File: config.mk
export PLATFORM = sky130hd
export DESIGN_NAME = sub16_serial_flat
export DESIGN_NICKNAME = d
export VERILOG_FILES = /design/src/rtl/sub16_pkg.sv /design/src/rtl/sub16_serial_if.sv /design/src/rtl/sub16_serial_fs1.sv /design/src/rtl/sub16_serial.sv /design/src/flat_wrapper.sv
export SDC_FILE = /design/constraint.sdc
export NUM_CORES = 1
export LEC_CHECK = 0
export BUFFER_PORTS_ARGS = -buffer_cell sky130_fd_sc_hd__buf_2
export CAP_MARGIN = 20
export CORE_MARGIN = 2
export CORE_UTILIZATION = 55
export DETAILED_ROUTE_END_ITERATION = 8
export PLACE_DENSITY = 0.79
export SETUP_SLACK_MARGIN = 0.15
export SYNTH_ARGS = -nofsm -noshare
export SYNTH_HDL_FRONTEND = slang
export SYNTH_HIERARCHICAL = 1
export SYNTH_SLANG_ARGS = --single-unit
export TNS_END_PERCENT = 1
File: constraint.sdc
create_clock -name clk -period 4.3 [get_ports clk]
set_clock_uncertainty 0.1 [all_clocks]
set_input_delay 0.645 -clock clk [delete_from_list [all_inputs] [get_ports clk]]
set_output_delay 0.645 -clock clk [all_outputs]
set_load 0.005 [all_outputs]
File: src/rtl/sub16_pkg.sv
// Shared types and constants for the bit-serial subtractor.
// State encoding, default operand width and bit-counter width helper.
package sub16_pkg;

  localparam int DEF_WIDTH = 16;

  typedef enum logic [1:0] {
    IDLE = 2'd0,
    RUN  = 2'd1,
    DONE = 2'd2
  } state_t;

  function automatic int cnt_w(input int w);
    return $clog2(w);
  endfunction

endpackage

File: src/rtl/sub16_serial_if.sv
// Start/ready/done handshake and operand/result bus of the serial subtractor.
// master drives the request; slave is the subtractor.
interface sub16_serial_if #(
  parameter int WIDTH = 16
);
  logic             start;
  logic [WIDTH-1:0] a;
  logic [WIDTH-1:0] b;
  logic             b_in;
  logic             ready;
  logic             done;
  logic [WIDTH-1:0] diff;
  logic             b_out;

  modport master (
    output start, a, b, b_in,
    input  ready, done, diff, b_out
  );

  modport slave (
    input  start, a, b, b_in,
    output ready, done, diff, b_out
  );
endinterface

File: src/rtl/sub16_serial_fs1.sv
// Combinational 1-bit full subtractor: d = x - y - bin, bout = borrow out.
// Latency 0; no handshake.
module fs1 (
  input  logic x_i,
  input  logic y_i,
  input  logic bin_i,
  output logic d_o,
  output logic bout_o
);
  assign d_o    = x_i ^ y_i ^ bin_i;
  assign bout_o = (~x_i & y_i) | (~(x_i ^ y_i) & bin_i);
endmodule

File: src/rtl/sub16_serial.sv
// Bit-serial subtractor: diff = a - b - b_in over WIDTH cycles, LSB first.
// Latency WIDTH cycles to done; start ignored unless ready (no queuing).
module sub16_serial
  import sub16_pkg::*;
#(
  parameter int WIDTH = DEF_WIDTH
) (
  input logic           clk,
  input logic           rst_n,
  sub16_serial_if.slave bus
);
  localparam int             CW   = cnt_w(WIDTH);
  localparam logic [CW-1:0]  LAST = CW'(WIDTH - 1);

  state_t           state_q;
  logic             ready_q;
  logic             done_q;
  logic [WIDTH-1:0] diff_q;
  logic             bout_q;
  logic [WIDTH-1:0] sa_q;
  logic [WIDTH-1:0] sb_q;
  logic             br_q;
  logic [WIDTH-1:0] res_q;
  logic [CW-1:0]    cnt_q;

  logic             diff_bit;
  logic             br_d;
  logic [WIDTH-1:0] res_d;

  fs1 u_fs1 (
    .x_i    (sa_q[0]),
    .y_i    (sb_q[0]),
    .bin_i  (br_q),
    .d_o    (diff_bit),
    .bout_o (br_d)
  );

  // New bit enters at the MSB so that after WIDTH shifts bit 0 lands at res[0].
  assign res_d = {diff_bit, res_q[WIDTH-1:1]};

  always_ff @(posedge clk or negedge rst_n) begin
    if (!rst_n) begin
      state_q <= IDLE;
      ready_q <= 1'b1;
      done_q  <= 1'b0;
      diff_q  <= '0;
      bout_q  <= 1'b0;
      sa_q    <= '0;
      sb_q    <= '0;
      br_q    <= 1'b0;
      res_q   <= '0;
      cnt_q   <= '0;
    end else begin
      case (state_q)
        IDLE: begin
          done_q <= 1'b0;
          if (bus.start && ready_q) begin
            sa_q    <= bus.a;
            sb_q    <= bus.b;
            br_q    <= bus.b_in;
            cnt_q   <= '0;
            ready_q <= 1'b0;
            state_q <= RUN;
          end
        end
        RUN: begin
          sa_q  <= sa_q >> 1;
          sb_q  <= sb_q >> 1;
          br_q  <= br_d;
          res_q <= res_d;
          cnt_q <= cnt_q + 1'b1;
          if (cnt_q == LAST) begin
            diff_q  <= res_d;
            bout_q  <= br_d;
            done_q  <= 1'b1;
            state_q <= DONE;
          end
        end
        DONE: begin
          done_q  <= 1'b0;
          ready_q <= 1'b1;
          state_q <= IDLE;
        end
        default: begin
          done_q  <= 1'b0;
          ready_q <= 1'b1;
          state_q <= IDLE;
        end
      endcase
    end
  end

  assign bus.ready = ready_q;
  assign bus.done  = done_q;
  assign bus.diff  = diff_q;
  assign bus.b_out = bout_q;

endmodule

File: src/flat_wrapper.sv
// flat-port wrapper written by rule: the top's interface ports become plain ports
module sub16_serial_flat import sub16_pkg::*;
#(
  parameter int WIDTH = DEF_WIDTH
)
  (clk, rst_n, bus_start, bus_a, bus_b, bus_b_in, bus_ready, bus_done, bus_diff, bus_b_out);
  sub16_serial_if #(.WIDTH(WIDTH)) bus_i ();
  input logic clk;
  input logic rst_n;
  input wire logic [$bits(bus_i.start)-1:0] bus_start;
  input wire logic [$bits(bus_i.a)-1:0] bus_a;
  input wire logic [$bits(bus_i.b)-1:0] bus_b;
  input wire logic [$bits(bus_i.b_in)-1:0] bus_b_in;
  output wire logic [$bits(bus_i.ready)-1:0] bus_ready;
  output wire logic [$bits(bus_i.done)-1:0] bus_done;
  output wire logic [$bits(bus_i.diff)-1:0] bus_diff;
  output wire logic [$bits(bus_i.b_out)-1:0] bus_b_out;
  assign bus_i.start = bus_start;
  assign bus_i.a = bus_a;
  assign bus_i.b = bus_b;
  assign bus_i.b_in = bus_b_in;
  assign bus_ready = bus_i.ready;
  assign bus_done = bus_i.done;
  assign bus_diff = bus_i.diff;
  assign bus_b_out = bus_i.b_out;
  sub16_serial #(.WIDTH(WIDTH)) u_core (.clk(clk), .rst_n(rst_n), .bus(bus_i));
endmodule
==> impl_metrics.json, run 1 <==
{
  "layout_common_cells": "72 x dfrtp_1, 53 x buf_2, 45 x nand2_1",
  "syn_nets": 313,
  "crit_type": "flop to flop",
  "die_y_microns": 78.0,
  "via_count": 2157,
  "crit_chain": "nand2b_2 -> nor3_1 -> a211o_1",
  "via_per_inst": 5.41,
  "cts_hold_buf": 0,
  "yosysWarningCount": 6,
  "syn_inst": 275,
  "slew_headroom": 0.344,
  "maxCapViolations": 0,
  "grt_pass1_vias": 2152,
  "diodes": 0,
  "grt_max_degree": 74,
  "cts_buffers": 9,
  "track_usage": 0.203,
  "core_sq_mm": 0.00520,
  "drc": 0,
  "setup_viol": 0,
  "drt_iter0_markers": 125,
  "outcome": "finished, final reports clean",
  "cts.path.max_buffers": 2,
  "syn-mean-instance-area_sq_um": 10.9,
  "ys_ff_latch": 73,
  "numPortBuffers": 54,
  "die_area_sq_mm": 0.00608,
  "fin_crit_sh": 0.440,
  "postCtsSetupRepairBufs": 0,
  "path_max_fanout": 50,
  "r2r_cells": 3,
  "r2r_start": "u_core/state_q[1]$_DFFE_PN0P_",
  "cts.clk_slew.worst_paths_ns": 0.07,
  "crit_required_ns": 4.43,
  "synth-async-reset-ratio": 1.00,
  "firstDrtPassIters": 4,
  "grt_pass1_wl_mm": 9.55,
  "peakVddDrop_v": 0.000378,
  "ys_seq_area_frac": 0.607,
  "r2r_end": "u_core/cnt_q[3]$_DFFE_PN0P_",
  "max_stage_delay_ns": 0.82,
  "rsz0062_at_grt": "false",
  "fin_util": 0.671,
  "pin_count": 55,
  "gp_congestion": 0.738,
  "grt-ovfl-total": 0,
  "hold_viol": 0,
  "fmax_mhz": 529,
  "hp-class": "input port to async pin",
  "drive_above_1_share": 0.283,
  "final_nets": 363,
  "root_buffer": "clkbuf_8",
  "powerDensity_mw_per_mm2": 675,
  "fin_crit_ns": 1.89,
  "tns_ns": 0,
  "final_common_cell": "dfrtp_1",
  "synth_flop_cell": "dfrtp_1",
  "crit_arrival_ns": 2.02,
  "syn_area_sq_mm": 0.00301,
  "die_w_microns": 78.0,
  "cts_tree": "done",
  "clock_sinks": 73,
  "synth-edff-count": 0,
  "antenna_found_initial": 0,
  "cts_max_level": 3,
  "wl_per_cell_microns": 14.0,
  "r2r_slack_ns": 2.41,
  "slowest_stage": "nand2b_2",
  "maxSlewViolCount": 0,
  "p_leak_nw": 1.88,
  "rows": 26,
  "tightest_slew_ns": 0.984,
  "drt_wl_total_mm": 5.60,
  "start_util": 0.578,
  "clkLatencyLatePin_ns": 0.34,
  "end_kind": "flop",
  "critPathLaunchType": "flop",
  "ant_nets": 0,
  "cts_resized": 0,
  "synthDistinctLibCells": 30,
  "areaGrowthSynthToFinish_pct": 16.0,
  "dpl.hpwl_mm": 3.53
}
==> metal layers <==
metal / global-route usage / vias to the layer above / wire length (microns)
met3: 0.0640 / 13 / 326
met4: 0.0807 / 0 / 106
met5: 0 / - / 0
li1: - / 1027 / -
met2: 0.334 / 62 / 2660
met1: 0.250 / 1055 / 2510
==> registers in the layout, summed over array words and instances, names as in the netlist <==
signal and cells:
u_core/bus.diff 16, u_core/sa_q 16, u_core/sb_q 16, u_core/res_q 15, u_core/cnt_q 4, u_core/state_q 2, u_core/br_q 1, u_core/bus.b_out 1
u_core/bus.done 1, u_core/bus.ready 1
==> kinds of logic after synthesis <==
| family | synth area share |
|---|---|
| AOI/OAI and AO/OA | 0.143 |
| buffers and inverters | 0.0769 |
| muxes | 0.0748 |
| DFF | 0.607 |
| adders and majority gates | 0.0108 |
| and+or+nand+nor | 0.0873 |
==> Yosys cell counts (all sizes together) (2+ instances only) <==
cell	n	area, sq um
a22o	3	26.3
clkbuf	6	22.5
o22ai	31	194
dfrtp	72	1800
nor2b	2	12.5
buf	12	81.3
mux2	17	225
nor3b	2	15.0
inv	34	128
nand2	45	169
and3	2	17.5
o21ai	3	15.0
nand2b	2	12.5
a21oi	32	160
==> worst max path at each step <==
stage,from,endpoint,slack [ns],cells past startpoint
after global placement,bus_start,u_core/cnt_q[2]$_DFFE_PN0P_,2.01,4
after CTS,u_core/bus.ready$_DFFE_PN1P_,u_core/cnt_q[2]$_DFFE_PN0P_,2.30,3
after floorplan,u_core/cnt_q[0]$_DFFE_PN0P_,u_core/bus.diff[10]$_DFFE_PN0P_,2.64,6
final,u_core/state_q[1]$_DFFE_PN0P_,u_core/cnt_q[3]$_DFFE_PN0P_,2.41,3
after detailed placement,bus_start,u_core/sb_q[14]$_DFFE_PN0P_,1.98,4
after global routing,u_core/state_q[1]$_DFFE_PN0P_,u_core/cnt_q[3]$_DFFE_PN0P_,2.26,3
==> cell type report <==
cell class	instances	area, sq um
inverters	34	128
fillers	422	1710
clock buffers	11	151
multi-input cells	150	952
repair buffers	57	315
well taps	70	87.6
flip-flops and latches	73	1830
clock inverters	4	28.8
==> power breakdown <==
group          switching, mW  internal [mW]
Clock                  0.247          0.237
Combinational          0.413          0.345
Sequential             0.165          0.949
==> stage by stage <==
| stage | worst slack [ns] | hold slack [ns] | power, mW | cells | instance area, sq um |
|---|---|---|---|---|---|
| global placement | 2.01 | 0.357 | 1.80 | 383 | 3280 |
| detailed placement | 1.98 | 0.367 | 1.86 | 383 | 3280 |
| finish | 2.41 | 0.307 | 2.36 | 399 | 3490 |
| floorplan | 2.64 | 0.249 | 1.65 | 275 | 3010 |
| CTS | 2.30 | 0.346 | 2.35 | 398 | 3460 |
| global route | 2.26 | 0.383 | 2.55 | 399 | 3490 |
==> worst max-delay path: cells and delay by family (launching register included) <==
family	cells	cell delay, ns
AO/OA/AOI/OAI	1	0.30
flip-flops	1	0.44
AND/OR/NAND/NOR	2	0.93
No activity file was read; power rests on OpenSTA's default activity.
==> run 2, diff against run 1 <==
--- a/config.mk
+++ b/config.mk
@@ -8,9 +8,9 @@
 export BUFFER_PORTS_ARGS = -buffer_cell sky130_fd_sc_hd__buf_2
 export CAP_MARGIN = 20
 export CORE_MARGIN = 2
-export CORE_UTILIZATION = 55
+export CORE_UTILIZATION = 49
 export DETAILED_ROUTE_END_ITERATION = 8
-export PLACE_DENSITY = 0.79
+export PLACE_DENSITY = 0.74
 export SETUP_SLACK_MARGIN = 0.15
 export SYNTH_ARGS = -nofsm -noshare
 export SYNTH_HDL_FRONTEND = slang
==> constraint.sdc (replaced) <==
create_clock -name clk -period 1.7 [get_ports clk]
set_clock_uncertainty 0.1 [all_clocks]
set_input_delay 0.255 -clock clk [delete_from_list [all_inputs] [get_ports clk]]
set_output_delay 0.255 -clock clk [all_outputs]
set_load 0.005 [all_outputs]
==> run 2 against run 1 <==
Sequential power rose to 2.5 times the previous value. Final cell count rose by 5.3%. Sequential cell count did not move. Register-to-register slack got worse by 2.3 ns. Power rose to 2.7 times the previous value. Critical path depth rose by 2. Core utilization fell by 4.1 points. Routed wire length rose by 9.4%. First-iteration DRC count fell by 22%. Combinational power rose to 2.7 times the previous value. Non-clock buffer count rose by 15. Clock-buffer cell count rose by 1. Critical path type unchanged. Largest cell class unchanged. Largest power group unchanged. Highest routed layer unchanged.
==> impl_metrics.json, run 2 (synthesis results as in run 1) <==
{
  "rows": 28,
  "drc": 0,
  "peakVddDrop_v": 0.000733,
  "end_kind": "flop",
  "pin_count": 55,
  "fmax_mhz": 630,
  "numPortBuffers": 54,
  "start_util": 0.508,
  "switching_power_mw": 2.13,
  "switching_share": 0.333,
  "areaGrowthSynthToFinish_pct": 23.9,
  "seq_power_share": 0.440,
  "dp.cells": 396,
  "powerDensity_mw_per_mm2": 1720,
  "die_y_microns": 82.4,
  "clkLatencyLatePin_ns": 0.34,
  "use_met2": 0.338,
  "cts_max_level": 3,
  "drt_iter0_markers": 97,
  "fin_util": 0.630,
  "layoutNonFillerInstCount": 420,
  "hold_viol": 0,
  "cts_buffers": 9,
  "fin_crit_sh": 0.933,
  "cts.clk_slew.worst_paths_ns": 0.08,
  "drive_above_1_share": 0.313,
  "met3_usage": 0.0620,
  "top_usage_layer": "met2",
  "via_per_inst": 5.14,
  "crit_arrival_ns": 1.72,
  "wl_per_cell_microns": 14.6,
  "die_w_microns": 82.4,
  "cts.path.max_buffers": 2,
  "maxCapViolations": 0,
  "tightest_slew_ns": 0.360,
  "path_delay_family": "flip-flops",
  "firstDrtPassIters": 4,
  "final_common_cell": "dfrtp_1",
  "p_leak_nw": 2.00,
  "final_nets": 378,
  "maxSlewViolCount": 0,
  "antenna_found_initial": 0,
  "core_sq_mm": 0.00592,
  "place_area_sq_mm": 0.00336,
  "gr-usage-met1": 0.256,
  "tns_ns": 0,
  "power.internal_mw": 4.28,
  "grt_pass1_vias": 2191,
  "rsz0062_at_grt": "true",
  "via_count": 2159,
  "clock_power_share": 0.239,
  "dpl.hpwl_mm": 4.00,
  "slew_headroom": 0.760,
  "crit_required_ns": 1.83,
  "crit_type": "flop to flop",
  "grt_max_degree": 38,
  "max_stage_delay_ns": 0.38,
  "grt-ovfl-total": 0,
  "slowest_stage": "dfrtp_1",
  "cp_num_buf_inv": 1,
  "layout_common_cells": "72 x dfrtp_1, 53 x buf_2, 45 x nand2_1",
  "fin_crit_ns": 1.59,
  "combinationalPowerShare": 0.320,
  "final_area_sq_mm": 0.00373,
  "cts_tree": "done",
  "drt_wl_total_mm": 6.12,
  "die_area_sq_mm": 0.00678,
  "outcome": "finished, final reports clean",
  "diodes": 0,
  "track_usage": 0.205,
  "crit_chain": "ha_2 -> and3_4 -> and2_4 -> buf_12 -> mux2_4",
  "root_buffer": "clkbuf_8",
  "grt_pass1_wl_mm": 10.2,
  "total_power_mw": 6.41,
  "ant_nets": 0,
  "clock_sinks": 73,
  "path_max_fanout": 6,
  "hp-class": "input port to flop",
  "setup_viol": 0,
  "critPathLaunchType": "flop",
  "gp_congestion": 0.721
}
[run 2: cell types whose count changed in the layout (fill, tap and decap cells not counted), moves of 2 or more]
cell | before | now
clkinvlp_4 | 2 | 0
mux2_2 | 8 | 0
buf_12 | 0 | 4
mux2_4 | 9 | 17
buf_4 | 3 | 13
bufinv_16 | 0 | 2
[run 2: final cells by class]
| cell class | count | area [sq um] |
|---|---|---|
| fillers | 474 | 2190 |
| flip-flops and latches | 73 | 1830 |
| multi-input cells | 150 | 985 |
| repair buffers | 72 | 464 |
| clock buffers | 12 | 155 |
| inverters | 34 | 128 |
| well taps | 75 | 93.8 |
| clock inverters | 4 | 73.8 |
[run 2: final timing paths]
check,start,to,slack (ns),cells after the start
worst max-delay path,u_core/cnt_q[0]$_DFFE_PN0P_,u_core/bus.diff[6]$_DFFE_PN0P_,0.11,5
worst min-delay path,bus_b[15],u_core/sb_q[15]$_DFFE_PN0P_,0.02,2
worst max register to register,u_core/cnt_q[0]$_DFFE_PN0P_,u_core/bus.diff[6]$_DFFE_PN0P_,0.11,5
worst min register to register,u_core/res_q[1]$_DFFE_PN0P_,u_core/res_q[1]$_DFFE_PN0P_,0.40,2
max in group asynchronous,rst_n,u_core/bus.ready$_DFFE_PN1P_,0.67,3
min in group asynchronous,rst_n,u_core/bus.diff[9]$_DFFE_PN0P_,0.23,2
[run 2: repair_timing]
action | CTS | global route
hold buffers | 1 | 0
setup buffers | 5 | 2
gates resized for setup | 9 | 0
pin swaps | 1 | 1
endpoints found under the hold margin | 54 | 0
setup endpoints to repair | 19 | 33
[run 2: power groups by stage]
stage               Clock [mW]  Combinational [mW]  Sequential [mW]
finish                    1.53                2.05             2.82
floorplan                    0                1.43             2.74
detailed placement           0                1.98             2.84
CTS                       1.57                2.06             2.82
global placement             0                1.88             2.81
global route              1.64                2.37             2.92
[run 2: metrics by stage]
step / worst slack (ns) / hold slack (ns)
global placement: 0.0524 / 0.0431
floorplan: 0.0719 / -0.141
CTS: 0.114 / 0.0140
global route: 0.0239 / 0.0194
detailed placement: 0.00551 / 0.0530
finish: 0.113 / 0.0238
[run 2: routing by layer]
| metal | up-vias | share of wire |
|---|---|---|
| met5 | - | 0 |
| met1 | 1039 | 0.43 |
| met3 | 11 | 0.054 |
| met2 | 58 | 0.50 |
| met4 | 0 | 0.016 |
| li1 | 1051 | - |
==> run 3, diff against run 2 <==
--- a/config.mk
+++ b/config.mk
@@ -7,6 +7,7 @@
 export LEC_CHECK = 0
 export BUFFER_PORTS_ARGS = -buffer_cell sky130_fd_sc_hd__buf_2
 export CAP_MARGIN = 20
+export CORE_ASPECT_RATIO = 0.5
 export CORE_MARGIN = 2
 export CORE_UTILIZATION = 49
 export DETAILED_ROUTE_END_ITERATION = 8
==> constraint.sdc (replaced) <==
create_clock -name clk -period 1.7 [get_ports clk]
set_clock_uncertainty 0.1 [all_clocks]
set_input_delay 0.34 -clock clk [delete_from_list [all_inputs] [get_ports clk]]
set_output_delay 0.34 -clock clk [all_outputs]
set_load 0.005 [all_outputs]
==> run 3 against run 2 <==
Clock power up 9%. Power up 2.3%. Fmax down 2.5%. Clock-buffer cell count up 4. Core utilization down 1.2 points. Final cell count down 0.48%. Sequential power about the same. Final area down 0.50%. Sequential cell count unchanged. Via count down 1.6%. Routed wire length down 2.6%. Critical path depth unchanged. Critical endpoint is now u_core/bus.diff[4]$_DFFE_PN0P_.
==> impl_metrics.json, run 3 (synthesis results as in run 1) <==
{
  "nFillCells": 490,
  "grt_pass1_wl_mm": 9.74,
  "grt_pass1_vias": 2145,
  "track_usage": 0.192,
  "rsz0062_at_grt": "true",
  "wl_met1_mm": 2.83,
  "wl_met3_microns": 308,
  "grt_max_degree": 40,
  "hold_viol": 0,
  "clock_sinks": 73,
  "tns_ns": 0,
  "pre_cts_slack_ns": 0.0271,
  "root_buffer": "clkbuf_16",
  "switching_share": 0.330,
  "crit_chain": "ha_2 -> and3_4 -> and2_4 -> buf_12 -> mux2_2",
  "via_count": 2125,
  "via_per_inst": 5.08,
  "drive_above_1_share": 0.293,
  "clkLatencyLatePin_ns": 0.33,
  "pin_count": 55,
  "die_area_sq_mm": 0.00682,
  "p_leak_nw": 1.98,
  "cts_tree": "done",
  "end_kind": "flop",
  "outcome": "finished, final reports clean",
  "die_y_microns": 59.4,
  "tightest_slew_ns": 0.341,
  "maxCapViolations": 0,
  "power.internal_mw": 4.39,
  "fin_crit_ns": 1.63,
  "areaGrowthSynthToFinish_pct": 23.2,
  "drc": 0,
  "critPathLaunchType": "flop",
  "core_sq_mm": 0.00601,
  "peakVddDrop_v": 0.000663,
  "top_layer": "met4",
  "maxSlewViolCount": 0,
  "layoutNonFillerInstCount": 418,
  "timing.final.ws_setup_ns": 0.0728,
  "ant_nets": 0,
  "path_delay_family": "flip-flops",
  "path_max_fanout": 6,
  "worst_hold_slack_ns": 0.149,
  "rows": 20,
  "dp.cells": 396,
  "cts_max_level": 3,
  "cts.path.max_buffers": 2,
  "start_util": 0.501,
  "crit_arrival_ns": 1.74,
  "slowest_stage": "dfrtp_1",
  "clock_power_share": 0.254,
  "drt_wl_total_mm": 5.96,
  "layout_common_cells": "72 x dfrtp_1, 53 x buf_2, 45 x nand2_1",
  "drt_iter0_markers": 101,
  "switching_power_mw": 2.16,
  "combinationalPowerShare": 0.313,
  "grt-ovfl-total": 0,
  "max_stage_delay_ns": 0.38,
  "cts.clk_slew.worst_paths_ns": 0.05,
  "antenna_found_initial": 0,
  "numPortBuffers": 54,
  "crit_type": "flop to flop",
  "slew_headroom": 0.772,
  "hp-class": "input port to flop",
  "firstDrtPassIters": 4,
  "gp_congestion": 0.776,
  "dr_wl_met2_mm": 2.73,
  "crit_required_ns": 1.81,
  "fin_crit_sh": 0.957,
  "die_w_microns": 115,
  "seq_power_share": 0.433,
  "wl_per_cell_microns": 14.3,
  "dpl.hpwl_mm": 3.90,
  "powerDensity_mw_per_mm2": 1770,
  "final_nets": 374,
  "fmax_mhz": 615,
  "diodes": 0,
  "cts_buffers": 9,
  "total_power_mw": 6.55,
  "cp_num_buf_inv": 1,
  "final_common_cell": "dfrtp_1",
  "setup_viol": 0
}
[run 3: cell count changes in the layout (fill, tap and decap cells not counted), sizes merged]
| cell | previous run | this run |
|---|---|---|
| buf | 71 | 67 |
| bufinv | 2 | 0 |
| clkbuf | 12 | 16 |
| clkinv | 1 | 0 |
| inv | 35 | 34 |
[run 3: power groups by stage]
| stage | combinational (mW) | clock (mW) | sequential [mW] |
|---|---|---|---|
| floorplan | 1.43 | 0 | 2.74 |
| global placement | 1.88 | 0 | 2.81 |
| detailed placement | 1.99 | 0 | 2.84 |
| CTS | 2.02 | 1.72 | 2.83 |
| global route | 2.32 | 1.79 | 2.91 |
| finish | 2.05 | 1.67 | 2.84 |
[run 3: path summary, 6_finish.rpt]
path	start	endpoint	slack [ns]	cells after the start
max in group asynchronous	rst_n	u_core/sb_q[1]$_DFFE_PN0P_	0.67	3
worst min register to register	u_core/res_q[12]$_DFFE_PN0P_	u_core/res_q[11]$_DFFE_PN0P_	0.39	2
min in group asynchronous	rst_n	u_core/sa_q[13]$_DFFE_PN0P_	0.33	2
worst max register to register	u_core/cnt_q[1]$_DFFE_PN0P_	u_core/bus.diff[4]$_DFFE_PN0P_	0.07	5
worst min-delay path	bus_b[15]	u_core/sb_q[15]$_DFFE_PN0P_	0.15	2
worst max-delay path	u_core/cnt_q[1]$_DFFE_PN0P_	u_core/bus.diff[4]$_DFFE_PN0P_	0.07	5
[run 3: what timing repair did]
item                                   CTS  global route
hold buffers                             1             0
cloned                                   0             0
endpoints found under the hold margin   16             0
resized for setup                        0             4
setup endpoints to repair               45            51
setup buffers                            3             2
pin swaps                                0             1
[run 3: final cells by class]
| type | count | area [sq um] | area share |
|---|---|---|---|
| timing repair buffer | 68 | 430 | 0.116 |
| clock buffer | 16 | 262 | 0.0705 |
| tap | 77 | 96.3 | 0.0260 |
| multi-input combinational | 150 | 965 | 0.260 |
| sequential | 73 | 1830 | 0.493 |
| inverter | 34 | 128 | 0.0344 |
[run 3: layer usage]
| layer | global-route usage | vias up |
|---|---|---|
| met5 | 0 | - |
| met4 | 0.0757 | 0 |
| met3 | 0.0798 | 10 |
| met2 | 0.303 | 53 |
| met1 | 0.241 | 1010 |
| li1 | - | 1052 |
[run 3: stage by stage]
step	utilization	instance area, sq um
after floorplan	-	3010
after global placement	0.560	3360
after detailed placement	0.560	3360
after CTS	0.613	3680
after global routing	0.618	3710
final	0.618	3710
